<file path="src/rtl/rf_wb_arbiter_if.sv">
// Writeback arbiter bus: ALU and long-latency requests, hazard query, register-file write port.
interface rf_wb_arbiter_if;
  logic        alu_valid;
  logic [4:0]  alu_wr;
  logic [31:0] alu_wd;
  logic        alu_ready;
  logic        lsu_valid;
  logic [4:0]  lsu_wr;
  logic [31:0] lsu_wd;
  logic        lsu_ready;
  logic [4:0]  rR1, rR2;
  logic        hz1, hz2;
  logic        we;
  logic [4:0]  wR;
  logic [31:0] wD;

  modport master (
    output alu_valid, alu_wr, alu_wd, lsu_valid, lsu_wr, lsu_wd, rR1, rR2,
    input  alu_ready, lsu_ready, hz1, hz2, we, wR, wD
  );

  modport slave (
    input  alu_valid, alu_wr, alu_wd, lsu_valid, lsu_wr, lsu_wd, rR1, rR2,
    output alu_ready, lsu_ready, hz1, hz2, we, wR, wD
  );
endinterface

</file>
<file path="src/rtl/rf_wb_arbiter.sv">
// Register-file writeback arbiter: ALU priority, FIFO for long-latency writes, starvation guard.
// Optional WB_BYPASS_EN: long-latency write skips an empty queue when the ALU is idle.
module rf_wb_arbiter #(
  parameter int DEPTH        = 4,
  parameter int STARVE_LIMIT = 8
) (
  input  logic           clk,
  input  logic           rst_n,
  rf_wb_arbiter_if.slave wb
);
  localparam int PW = (DEPTH > 1) ? $clog2(DEPTH) : 1;
  localparam int CW = $clog2(DEPTH + 1);
  localparam int SW = $clog2(STARVE_LIMIT + 1);

  typedef struct packed {
    logic [4:0]  wr;
    logic [31:0] wd;
  } wb_ent_t;

  wb_ent_t          mem_q [DEPTH];
  logic [DEPTH-1:0] vld_q, vld_d;
  logic [PW-1:0]    wptr_q, wptr_d, rptr_q, rptr_d;
  logic [CW-1:0]    cnt_q, cnt_d;
  logic [SW-1:0]    stv_q, stv_d;
  logic             we_q, we_d;
  logic [4:0]       wr_q, wr_d;
  logic [31:0]      wd_q, wd_d;

  logic starve_hit, alu_acc, lsu_acc, q_empty, deq, enq, byp;

  always_comb begin
    starve_hit   = (stv_q == SW'(STARVE_LIMIT));
    wb.alu_ready = !starve_hit;
    wb.lsu_ready = (cnt_q < CW'(DEPTH));
    alu_acc      = wb.alu_valid && !starve_hit;
    lsu_acc      = wb.lsu_valid && (cnt_q < CW'(DEPTH));
    q_empty      = (cnt_q == '0);
    // Any accepted ALU request owns the output stage, even a discarded index-0 one.
    deq          = !q_empty && !alu_acc;
`ifdef WB_BYPASS_EN
    byp          = lsu_acc && (wb.lsu_wr != 5'd0) && q_empty && !alu_acc;
`else
    byp          = 1'b0;
`endif
    enq          = lsu_acc && (wb.lsu_wr != 5'd0) && !byp;
  end

  // Output-stage selection: ALU first, then queue head, then bypassed transfer.
  always_comb begin
    we_d = 1'b0;
    wr_d = wr_q;
    wd_d = wd_q;
    if (alu_acc) begin
      if (wb.alu_wr != 5'd0) begin
        we_d = 1'b1;
        wr_d = wb.alu_wr;
        wd_d = wb.alu_wd;
      end
    end else if (deq) begin
      we_d = 1'b1;
      wr_d = mem_q[rptr_q].wr;
      wd_d = mem_q[rptr_q].wd;
    end else if (byp) begin
      we_d = 1'b1;
      wr_d = wb.lsu_wr;
      wd_d = wb.lsu_wd;
    end
  end

  always_comb begin
    vld_d  = vld_q;
    wptr_d = wptr_q;
    rptr_d = rptr_q;
    cnt_d  = cnt_q + CW'(enq) - CW'(deq);
    if (deq) begin
      vld_d[rptr_q] = 1'b0;
      rptr_d        = rptr_q + PW'(1);
    end
    if (enq) begin
      vld_d[wptr_q] = 1'b1;
      wptr_d        = wptr_q + PW'(1);
    end
  end

  // Saturates at the limit; the limit cycle always dequeues, which clears it.
  always_comb begin
    stv_d = stv_q;
    if (q_empty || deq)  stv_d = '0;
    else if (!starve_hit) stv_d = stv_q + SW'(1);
  end

  always_comb begin
    wb.hz1 = 1'b0;
    wb.hz2 = 1'b0;
    if (we_q && wr_q == wb.rR1) wb.hz1 = 1'b1;
    if (we_q && wr_q == wb.rR2) wb.hz2 = 1'b1;
    for (int i = 0; i < DEPTH; i++) begin
      if (vld_q[i] && mem_q[i].wr == wb.rR1) wb.hz1 = 1'b1;
      if (vld_q[i] && mem_q[i].wr == wb.rR2) wb.hz2 = 1'b1;
    end
    if (wb.rR1 == 5'd0) wb.hz1 = 1'b0;
    if (wb.rR2 == 5'd0) wb.hz2 = 1'b0;
  end

  always_ff @(posedge clk or negedge rst_n) begin
    if (!rst_n) begin
      for (int i = 0; i < DEPTH; i++) mem_q[i] <= '0;
      vld_q  <= '0;
      wptr_q <= '0;
      rptr_q <= '0;
      cnt_q  <= '0;
      stv_q  <= '0;
      we_q   <= 1'b0;
      wr_q   <= '0;
      wd_q   <= '0;
    end else begin
      if (enq) mem_q[wptr_q] <= '{wr: wb.lsu_wr, wd: wb.lsu_wd};
      vld_q  <= vld_d;
      wptr_q <= wptr_d;
      rptr_q <= rptr_d;
      cnt_q  <= cnt_d;
      stv_q  <= stv_d;
      we_q   <= we_d;
      wr_q   <= wr_d;
      wd_q   <= wd_d;
    end
  end

  assign wb.we = we_q;
  assign wb.wR = wr_q;
  assign wb.wD = wd_q;
endmodule

</file>
<file path="src/flat_wrapper.sv">
// flat-port wrapper written by rule: the top's interface ports become plain ports
module rf_wb_arbiter_flat 
#(
  parameter int DEPTH        = 4,
  parameter int STARVE_LIMIT = 8
)
  (clk, rst_n, wb_alu_valid, wb_alu_wr, wb_alu_wd, wb_lsu_valid, wb_lsu_wr, wb_lsu_wd, wb_rR1, wb_rR2, wb_alu_ready, wb_lsu_ready, wb_hz1, wb_hz2, wb_we, wb_wR, wb_wD);
  rf_wb_arbiter_if wb_i ();
  input  logic clk;
  input  logic rst_n;
  input wire logic [$bits(wb_i.alu_valid)-1:0] wb_alu_valid;
  input wire logic [$bits(wb_i.alu_wr)-1:0] wb_alu_wr;
  input wire logic [$bits(wb_i.alu_wd)-1:0] wb_alu_wd;
  input wire logic [$bits(wb_i.lsu_valid)-1:0] wb_lsu_valid;
  input wire logic [$bits(wb_i.lsu_wr)-1:0] wb_lsu_wr;
  input wire logic [$bits(wb_i.lsu_wd)-1:0] wb_lsu_wd;
  input wire logic [$bits(wb_i.rR1)-1:0] wb_rR1;
  input wire logic [$bits(wb_i.rR2)-1:0] wb_rR2;
  output wire logic [$bits(wb_i.alu_ready)-1:0] wb_alu_ready;
  output wire logic [$bits(wb_i.lsu_ready)-1:0] wb_lsu_ready;
  output wire logic [$bits(wb_i.hz1)-1:0] wb_hz1;
  output wire logic [$bits(wb_i.hz2)-1:0] wb_hz2;
  output wire logic [$bits(wb_i.we)-1:0] wb_we;
  output wire logic [$bits(wb_i.wR)-1:0] wb_wR;
  output wire logic [$bits(wb_i.wD)-1:0] wb_wD;
  assign wb_i.alu_valid = wb_alu_valid;
  assign wb_i.alu_wr = wb_alu_wr;
  assign wb_i.alu_wd = wb_alu_wd;
  assign wb_i.lsu_valid = wb_lsu_valid;
  assign wb_i.lsu_wr = wb_lsu_wr;
  assign wb_i.lsu_wd = wb_lsu_wd;
  assign wb_i.rR1 = wb_rR1;
  assign wb_i.rR2 = wb_rR2;
  assign wb_alu_ready = wb_i.alu_ready;
  assign wb_lsu_ready = wb_i.lsu_ready;
  assign wb_hz1 = wb_i.hz1;
  assign wb_hz2 = wb_i.hz2;
  assign wb_we = wb_i.we;
  assign wb_wR = wb_i.wR;
  assign wb_wD = wb_i.wD;
  rf_wb_arbiter #(.DEPTH(DEPTH), .STARVE_LIMIT(STARVE_LIMIT)) u_core (.clk(clk), .rst_n(rst_n), .wb(wb_i));
endmodule
</file>
<file path="config.mk">
export PLATFORM = sky130hd
export DESIGN_NAME = rf_wb_arbiter_flat
export DESIGN_NICKNAME = d
export VERILOG_FILES = /design/src/rtl/rf_wb_arbiter_if.sv /design/src/rtl/rf_wb_arbiter.sv /design/src/flat_wrapper.sv
export SDC_FILE = /design/constraint.sdc
export NUM_CORES = 1
export LEC_CHECK = 0
export ABC_AREA = 1
export CELL_PAD_IN_SITES_DETAIL_PLACEMENT = 2
export CELL_PAD_IN_SITES_GLOBAL_PLACEMENT = 2
export CORE_MARGIN = 5
export CORE_UTILIZATION = 30
export DETAILED_ROUTE_END_ITERATION = 10
export GPL_ROUTABILITY_DRIVEN = 0
export PLACE_DENSITY_LB_ADDON = 0.1
export RECOVER_POWER = 50
export SETUP_SLACK_MARGIN = 0.3
export SYNTH_ARGS = -nofsm -noshare
export SYNTH_HDL_FRONTEND = slang
export SYNTH_SLANG_ARGS = --single-unit
</file>
<file path="constraint.sdc">
create_clock -name clk -period 4.42 [get_ports clk]
set_input_delay 0.884 -clock clk [delete_from_list [all_inputs] [get_ports clk]]
set_output_delay 0.884 -clock clk [all_outputs]
set_load 0.005 [all_outputs]
</file>
### Yosys cells after proc, flatten, opt, wreduce, memory -nomap -nowiden

Cells that the tools add are included.

| operators by class | value |
|---|---|
| add/sub/neg operators | 5 |
| $lt $le $gt $ge | 8 |
| eq/ne operators | 13 |
| muxes and demuxes | 35 |
| bitwise operators | 5 |
| reductions and logical operators | 28 |

Operator list:

| operator | number |
|---|---|
| $bwmux W148 | 1 |
| $mux W37 | 3 |
| $mux W32 | 3 |
| $bmux W37 S2 | 1 |
| $demux W37 S2 | 1 |
| $eq A5 B5 Y1 | 10 |
| $logic_and A1 B1 Y1 | 17 |
| $mux W1 | 17 |
| $mux W4 | 4 |
| $mux W5 | 3 |
| $logic_not A5 Y1 | 2 |
| $reduce_bool A5 Y1 | 2 |
| $ge A3 B3 Y1 const B | 2 |
| $lt A2 B3 Y1 const B | 2 |
| $not A2 Y3 | 2 |
| $add A2 B1 Y2 const B | 2 |
| $add A4 B1 Y4 const B | 1 |
| $and A4 B4 Y4 | 1 |
| $demux W1 S2 | 2 |
| $eq A4 B4 Y1 const B | 1 |
| $ge A2 B1 Y1 const B | 2 |
| $ne A2 B2 Y1 const B | 2 |
| $not A4 Y4 | 1 |
| $or A4 B4 Y4 | 1 |
| 9 further kinds | 11 |

| storage, ports and cells | value |
|---|---|
| register bits after elaboration | 201 |
| output and inout port bits | 42 |
| logic and storage cells | 110 |

### Longest topological paths before layout

Gate-level depths: netlist of the first run.

| logic depth | value |
|---|---|
| depth after elaboration | 9 |
| depth in mapped cells | 11 |

### Least setup slack after synthesis of the first run

Ideal clock, no wire load.

| timing path | value |
|---|---|
| path kind | input -> output |
| start | in wb_rR2[1] |
| end | out wb_hz2 |
| data arrival time | 1,661 ps |
| setup slack | 1,875 ps |
| stages | 9 |
| cell sequence | clkbuf_1 inv_1 nand2_1 nand2_1 nor2_1 nand3_1 nand3_1 nor2_1 nor2_1 |

| between the ends | value |
|---|---|
| longest elaborated chain between the ends | 8 |
| elaborated cells on any way between the ends | 17 |

RTL lines:

| what | line | RTL |
|---|---|---|
| from (decl) | flat_wrapper.sv:18 | `input wire logic [$bits(wb_i.rR2)-1:0] wb_rR2;` |
| $eq A5 B5 Y1 | rf_wb_arbiter.sv:96 | `if (we_q && wr_q == wb.rR2) wb.hz2 = 1'b1;` |
| $logic_and A1 B1 Y1 | rf_wb_arbiter.sv:96 |  |
| $mux W1 | rf_wb_arbiter.sv:96 |  |
| $mux W1 (4 in a row) | rf_wb_arbiter.sv:99 | `if (vld_q[i] && mem_q[i].wr == wb.rR2) wb.hz2 = 1'b1;` |
| $mux W1 * | rf_wb_arbiter.sv:102 | `if (wb.rR2 == 5'd0) wb.hz2 = 1'b0;` |
| to (decl) | flat_wrapper.sv:22 | `output wire logic [$bits(wb_i.hz2)-1:0] wb_hz2;` |

Mark *: on every way between the ends. The rest lies on a longest branch, timed or not.

### Worst setup path after layout of the first run

| timing path | value |
|---|---|
| start | in wb_rR1[0] |
| end | out wb_hz1 |

| between the ends | value |
|---|---|
| longest elaborated chain between the ends | 8 |
| elaborated cells on any way between the ends | 17 |

RTL lines:

| what | line | RTL |
|---|---|---|
| from (decl) | flat_wrapper.sv:17 | `input wire logic [$bits(wb_i.rR1)-1:0] wb_rR1;` |
| $eq A5 B5 Y1 | rf_wb_arbiter.sv:95 | `if (we_q && wr_q == wb.rR1) wb.hz1 = 1'b1;` |
| $logic_and A1 B1 Y1 | rf_wb_arbiter.sv:95 |  |
| $mux W1 | rf_wb_arbiter.sv:95 |  |
| $mux W1 (4 in a row) | rf_wb_arbiter.sv:98 | `if (vld_q[i] && mem_q[i].wr == wb.rR1) wb.hz1 = 1'b1;` |
| $mux W1 * | rf_wb_arbiter.sv:101 | `if (wb.rR1 == 5'd0) wb.hz1 = 1'b0;` |
| to (decl) | flat_wrapper.sv:21 | `output wire logic [$bits(wb_i.hz1)-1:0] wb_hz1;` |

Marked as above.

==> results of run 1 <==
power by group:
part           internal (W)  switching, W
sequential          0.00266      0.000572
clock               0.00125      0.000830
combinational       0.00132       0.00248
worst reg2reg max path, cell delays in order (launching register included):
cell and delay (ps):
dfrtp_2 400, inv_1 1250, buf_4 530, nand2_1 100
nand3_1 100, nand2_1 110, nand2_1 80, o211ai_1 100
nand2_1 100
stage by stage:
stage | instance area (µm²) | cells | power (W) | util | hold slack [ps]
global placement | 11990 | 1907 | 0.006936 | 0.3488 | 446.6
detailed placement | 11990 | 1907 | 0.007094 | 0.3488 | 458.5
global route | 12810 | 1955 | 0.009836 | 0.3727 | 485.7
floorplan | 10410 | 1397 | 0.005456 | - | 441.6
CTS | 12830 | 1955 | 0.009251 | 0.3733 | 338.2
finish | 12810 | 1955 | 0.009106 | 0.3727 | 469.6
registers in the layout, indices dropped and copies added (netlist names):
name	count
u_core.mem_q	148
u_core.wb.wD	32
u_core.wb.wR	5
u_core.cnt_q	3
u_core.wb.we	1
u_core.rptr_q	2
u_core.vld_q	4
u_core.wptr_q	2
u_core.stv_q	4
cell families (layout without fill, tap and decap cells):
logic type,after synthesis,in the layout,share of synthesized area
xor gates and xnor gates,12,12,0.01010
DFF,201,201,0.4832
and+or+nand+nor,943,943,0.3776
buffers and inverters,138,241,0.06070
AOI/OAI and AO/OA,91,91,0.05325
adders and majority gates,12,12,0.01514
placed cells by master, fill, tap and decap left out, drive strengths merged:
cell type,synthesis,routed
nand2,621,621
nand3,257,257
dfrtp,201,201
clkdlybuf4s50,0,126
nor2,61,61
inv,46,46
clkbuf,24,43
o21ai,33,33
o211ai,32,32
a21oi,20,20
buf,68,18
ha,11,11
xor2,10,10
o21a,6,6
clkinv,0,4
nor3,3,3
xnor2,2,2
dlygate4sd3,0,2
nand3b,1,1
fa,1,1
clkinvlp,0,1
bufinv,0,1
per-layer routing:
metal | global-route usage | vias up
met2 | 0.3545 | 165
met1 | 0.2924 | 5175
met3 | 0.02318 | 38
met4 | 0.03388 | 0
li1 | - | 4660
met5 | 0 | -
worst max path at each step:
stage                                         end  slack (ps)  cells past startpoint
floorplan                                  wb_hz2        1870                      9
global placement                           wb_hz1         750                     10
detailed placement                         wb_hz1         700                     10
CTS                                        wb_hz1         690                     10
global route        u_core.mem_q[121]$_DFFE_PN0P_         310                      2
finish                                     wb_hz1         660                     10
area by class of cell:
class,count,area [µm²]
fill,4039,21560
multi-input combinational,1058,4763
clock buffer,42,770.7
tap,455,569.3
timing repair buffer,147,1433
inverter,46,175.2
sequential,201,5032
clock inverter,6,68.82
==> results.py, run 1 <==
metrics = {
    "run_status": {
        "status": "complete, but fails checks",
        "failed_checks": "capacitance limit, slew limit",
    },
    "sta": {
        "finalSetupTns_ps": 0,
        "finalSetupViolations": 0,
        "fin_crit_sh": 0.8503,
        "rsz0062_at_grt": "false",
        "relSlewSlack": -1.173,
        "fin_ws_ps": 661.8,
        "worst_slew_pin_slew_ps": 3260,
        "clock_skew_ps": 23.12,
        "maxSlewViolCount": 95,
        "max_freq_ghz": 0.2661,
        "fin_crit_ps": 3758,
        "hold_violations": 0,
    },
    "floorplanning": {
        "initial_core_util": 0.3029,
        "coreArea_mm2": 0.03437,
        "die_y_um": 196.3,
        "die_area_mm2": 0.03853,
        "rows": 68,
        "ios": 130,
        "die_w_um": 196.3,
    },
    "drt": {
        "met1_length_um": 19420,
        "ant_nets": 0,
        "top_layer": "met4",
        "routedWlPerCell_um": 20.76,
        "drtIter0Drc": 489,
        "drc": 0,
        "totalWireLength_um": 40590,
        "via_count": 10040,
        "wl_met3_um": 1322,
        "viasPerCell": 5.135,
        "met2_length_um": 19260,
        "firstDrtPassIters": 5,
    },
    "critical_path": {
        "startpoint": "wb_rR1[0]",
        "cp.buffers_inverters": 3,
        "path_class": "primary input to output pin",
        "rr_startpoint": "u_core.rptr_q[0]$_DFFE_PN0P_",
        "cpMostUsedCell": "nor2_1",
        "cp_cell_sequence": "clkdlybuf4s50_1 -> inv_1 -> nand2_1 -> nand2_1 -> nor2_1 -> nand3_1 -> nand3_1 -> nor2_1 -> nor2_1 -> clkdlybuf4s50_1",
        "cpLargestDelayFamily": "buffers and inverters",
        "worstReg2RegEnd": "u_core.wb.wD[12]$_DFFE_PN0P_",
        "arrival_ps": 2870,
        "slowest_stage": "clkdlybuf4s50_1",
        "reg2reg_depth": 8,
        "crit_path_max_incr_delay_ps": 620,
        "startpoint_type": "primary input",
        "critPathMaxFanout": 7,
        "r2r_slack_ps": 1600,
        "cp.required_ps": 3540,
        "crit_path_end_kind": "output pin",
    },
    "run": {
        "drv_cap": 2,
    },
    "final_layout": {
        "drive_above_1_share": 0.04867,
        "area_growth_pct": 23.08,
        "diodes": 0,
        "fin_nets": 1580,
    },
    "synth": {
        "synthFlopType": "dfrtp_1",
        "ys_ff_latch": 201,
        "yosysMostFrequentCell": "nand2_1",
        "syn_area_per_cell_um2": 7.452,
        "synth_edf_count": 0,
        "ys.warnings.count": 0,
        "netlist_instances": 1397,
        "ys_types": 27,
        "synth_common_cells": "616 x nand2_1, 256 x nand3_1, 201 x dfrtp_1",
        "synth_largest_area_cell": "dfrtp_1",
        "synthTopCellsByArea": "dfrtp_1 48%, nand2_1 22%, nand3_1 12%",
        "syn_area_mm2": 0.01041,
        "async_flop_share": 1.000,
        "synth_seq_area_share": 0.4832,
        "synth_fp_nets": 1497,
        "synth_top_area_frac": 0.4832,
    },
    "placement": {
        "io_buffers": 129,
        "pre_cts_ws_ps": 703.1,
        "place_hpwl_um": 25360,
    },
    "worst_hold_path": {
        "min_from": "u_core.mem_q[5]$_DFFE_PN0P_",
        "hp-class": "flop to flop",
        "whs_path_depth": 2,
        "whs_endpoint": "u_core.mem_q[5]$_DFFE_PN0P_",
    },
    "power_and_ir_drop": {
        "powerDensity_mw_per_mm2": 710.8,
        "cellLeakagePower_nw": 6.363,
        "ir_drop_v": 0.0002885,
    },
    "cts": {
        "clk_pin_slew_ps": 60,
        "post_cts_buffers": 0,
        "cts_tree": "built",
        "numCtsBuffers": 26,
        "cts_buffer_depth": 3,
        "ctsResizeCount": 0,
        "hold_buffers": 0,
        "clock_latency_ps": 530,
        "cts_htree_levels": 1,
        "cts-root-buf": "clkbuf_16",
        "clock-sinks": 201,
    },
    "global_routing": {
        "grt_usage": 0.2085,
        "grt_pass1_wl_um": 64140,
        "antenna_found_initial": 0,
        "grt_overflow": 0,
        "grt_pass1_vias": 10930,
        "grt_max_degree": 85,
    },
}
No activity file was read; power rests on OpenSTA's default activity.
==> run 2: changes to the inputs <==
Settings changed: CELL_PAD_IN_SITES_DETAIL_PLACEMENT 2 to default, CELL_PAD_IN_SITES_GLOBAL_PLACEMENT 2 to default, PLACE_DENSITY_LB_ADDON 0.1 to default.
==> results.py, run 2 (synthesis gave the netlist of run 1 again) <==
metrics = {
    "floorplanning": {
        "ios": 130,
        "initial_core_util": 0.3029,
        "coreArea_mm2": 0.03437,
        "rows": 68,
        "die_area_mm2": 0.03853,
        "die_y_um": 196.3,
        "die_w_um": 196.3,
    },
    "power_and_ir_drop": {
        "cellLeakagePower_nw": 6.319,
        "powerDensity_mw_per_mm2": 692.7,
        "ir_drop_v": 0.0004125,
        "p_total_w": 0.008816,
    },
    "placement": {
        "io_buffers": 129,
        "place_hpwl_um": 20490,
    },
    "drt": {
        "ant_nets": 0,
        "drc": 0,
        "drtIter0Drc": 898,
        "viasPerCell": 4.938,
        "totalWireLength_um": 33910,
        "firstDrtPassIters": 8,
        "routedWlPerCell_um": 17.41,
        "via_count": 9619,
    },
    "global_routing": {
        "grt_pass1_wl_um": 54010,
        "grt_usage": 0.1725,
        "grt_overflow": 0,
        "met2_usage": 0.2735,
        "grt_busiest_layer": "met2",
        "grt_pass1_vias": 9482,
        "antenna_found_initial": 3,
        "grt_max_degree": 86,
        "met1_usage": 0.2450,
        "gr-usage-met3": 0.03314,
    },
    "critical_path": {
        "cp.required_ps": 3540,
        "path_class": "primary input to output pin",
        "slowest_stage": "clkdlybuf4s50_1",
        "critPathMaxFanout": 6,
        "arrival_ps": 2740,
        "cp_cell_sequence": "clkdlybuf4s50_1 -> inv_1 -> nand2_1 -> nand2_1 -> nor2_1 -> nand3_1 -> nand3_1 -> nor2_1 -> nor2_1 -> clkdlybuf4s50_1",
        "crit_path_max_incr_delay_ps": 620,
        "cpMostUsedCell": "nor2_1",
        "crit_path_end_kind": "output pin",
        "startpoint_type": "primary input",
        "r2r_slack_ps": 1160,
    },
    "cts": {
        "clk_pin_slew_ps": 60,
        "cts-root-buf": "clkbuf_16",
        "post_cts_buffers": 0,
        "clock_latency_ps": 510,
        "hold_buffers": 0,
        "numCtsBuffers": 24,
        "cts_buffer_depth": 3,
        "cts_htree_levels": 1,
        "cts_tree": "built",
        "clock-sinks": 201,
        "ctsResizeCount": 0,
    },
    "sta": {
        "relSlewSlack": -0.4411,
        "fin_crit_sh": 0.8208,
        "maxSlewViolCount": 128,
        "finalSetupTns_ps": 0,
        "clock_skew_ps": 7.477,
        "max_freq_ghz": 0.2757,
        "fin_crit_ps": 3628,
        "rsz0062_at_grt": "false",
        "finalSetupViolations": 0,
        "worst_slew_pin_slew_ps": 2162,
        "hold_violations": 0,
    },
    "final_layout": {
        "largest_register": "u_core.mem_q",
        "fin_nets": 1573,
        "area_growth_pct": 22.26,
        "mostFrequentLayoutCell": "nand2_1",
        "drive_above_1_share": 0.04561,
        "most-common-layout-cells": "616 x nand2_1, 256 x nand3_1, 199 x dfrtp_1, 114 x clkdlybuf4s50_1, 61 x nor2_1",
        "largest_reg_flops": 148,
    },
    "run_status": {
        "status": "complete, but fails checks",
        "failed_checks": "capacitance limit, slew limit",
    },
    "worst_hold_path": {
        "hp-class": "primary input to async pin",
    },
    "run": {
        "drv_cap": 2,
    },
}
[run 2: routing by layer]
layer	vias to the layer above	wire length, µm
met5	-	7
met4	2	851
met3	64	2412
met1	4519	15080
met2	370	15560
li1	4664	-
[run 2: layout make-up]
class | count | area (µm²)
Antenna cell | 2 | 5.005
Clock buffer | 37 | 720.7
Clock inverter | 7 | 85.08
Fill cell | 3619 | 21650
Inverter | 46 | 175.2
Multi-Input combinational cell | 1058 | 4752
Sequential cell | 201 | 5035
Tap cell | 455 | 569.3
Timing Repair Buffer | 142 | 1385
[run 2: worst paths after layout]
path                            depth (start not counted)                             to                   startpoint
worst max-delay path                                   10                         wb_hz1                    wb_rR1[1]
worst max register to register                         10      u_core.cnt_q[2]$_DFF_PN0_  u_core.stv_q[0]$_DFFE_PN0P_
max in group asynchronous                               2   u_core.rptr_q[0]$_DFFE_PN0P_                        rst_n
min in group clk                                        1      u_core.cnt_q[2]$_DFF_PN0_    u_core.cnt_q[1]$_DFF_PN0_
worst min-delay path                                    1  u_core.mem_q[107]$_DFFE_PN0P_                        rst_n
worst min register to register                          1      u_core.cnt_q[2]$_DFF_PN0_    u_core.cnt_q[1]$_DFF_PN0_
[run 2: through the flow]
| stage | instance area (µm²) | setup WS [ps] | utilization | std cells | hold slack (ps) |
|---|---|---|---|---|---|
| final | 12730 | 792.3 | 0.3703 | 1948 | 364.8 |
| after global routing | 12720 | 593.7 | 0.3702 | 1947 | 394.6 |
| after CTS | 12760 | 847.1 | 0.3713 | 1946 | 385.9 |
| after detailed placement | 11960 | 856.5 | 0.3478 | 1902 | 458.3 |
| after global placement | 11960 | 882.2 | 0.3478 | 1902 | 449.6 |
| after floorplan | 10410 | 1875 | - | 1397 | 441.6 |
[run 2: report_power, final]
| part | internal [W] | switching, W |
|---|---|---|
| logic | 0.00128 | 0.00230 |
| registers | 0.00266 | 0.000553 |
| clock network | 0.00124 | 0.000789 |
| total | 0.00517 | 0.00364 |
[run 2: worst max-delay path, delay by kind of cell]
kind,cells,cell delay (ps)
buf+inv,3,1290
simple gates,7,570
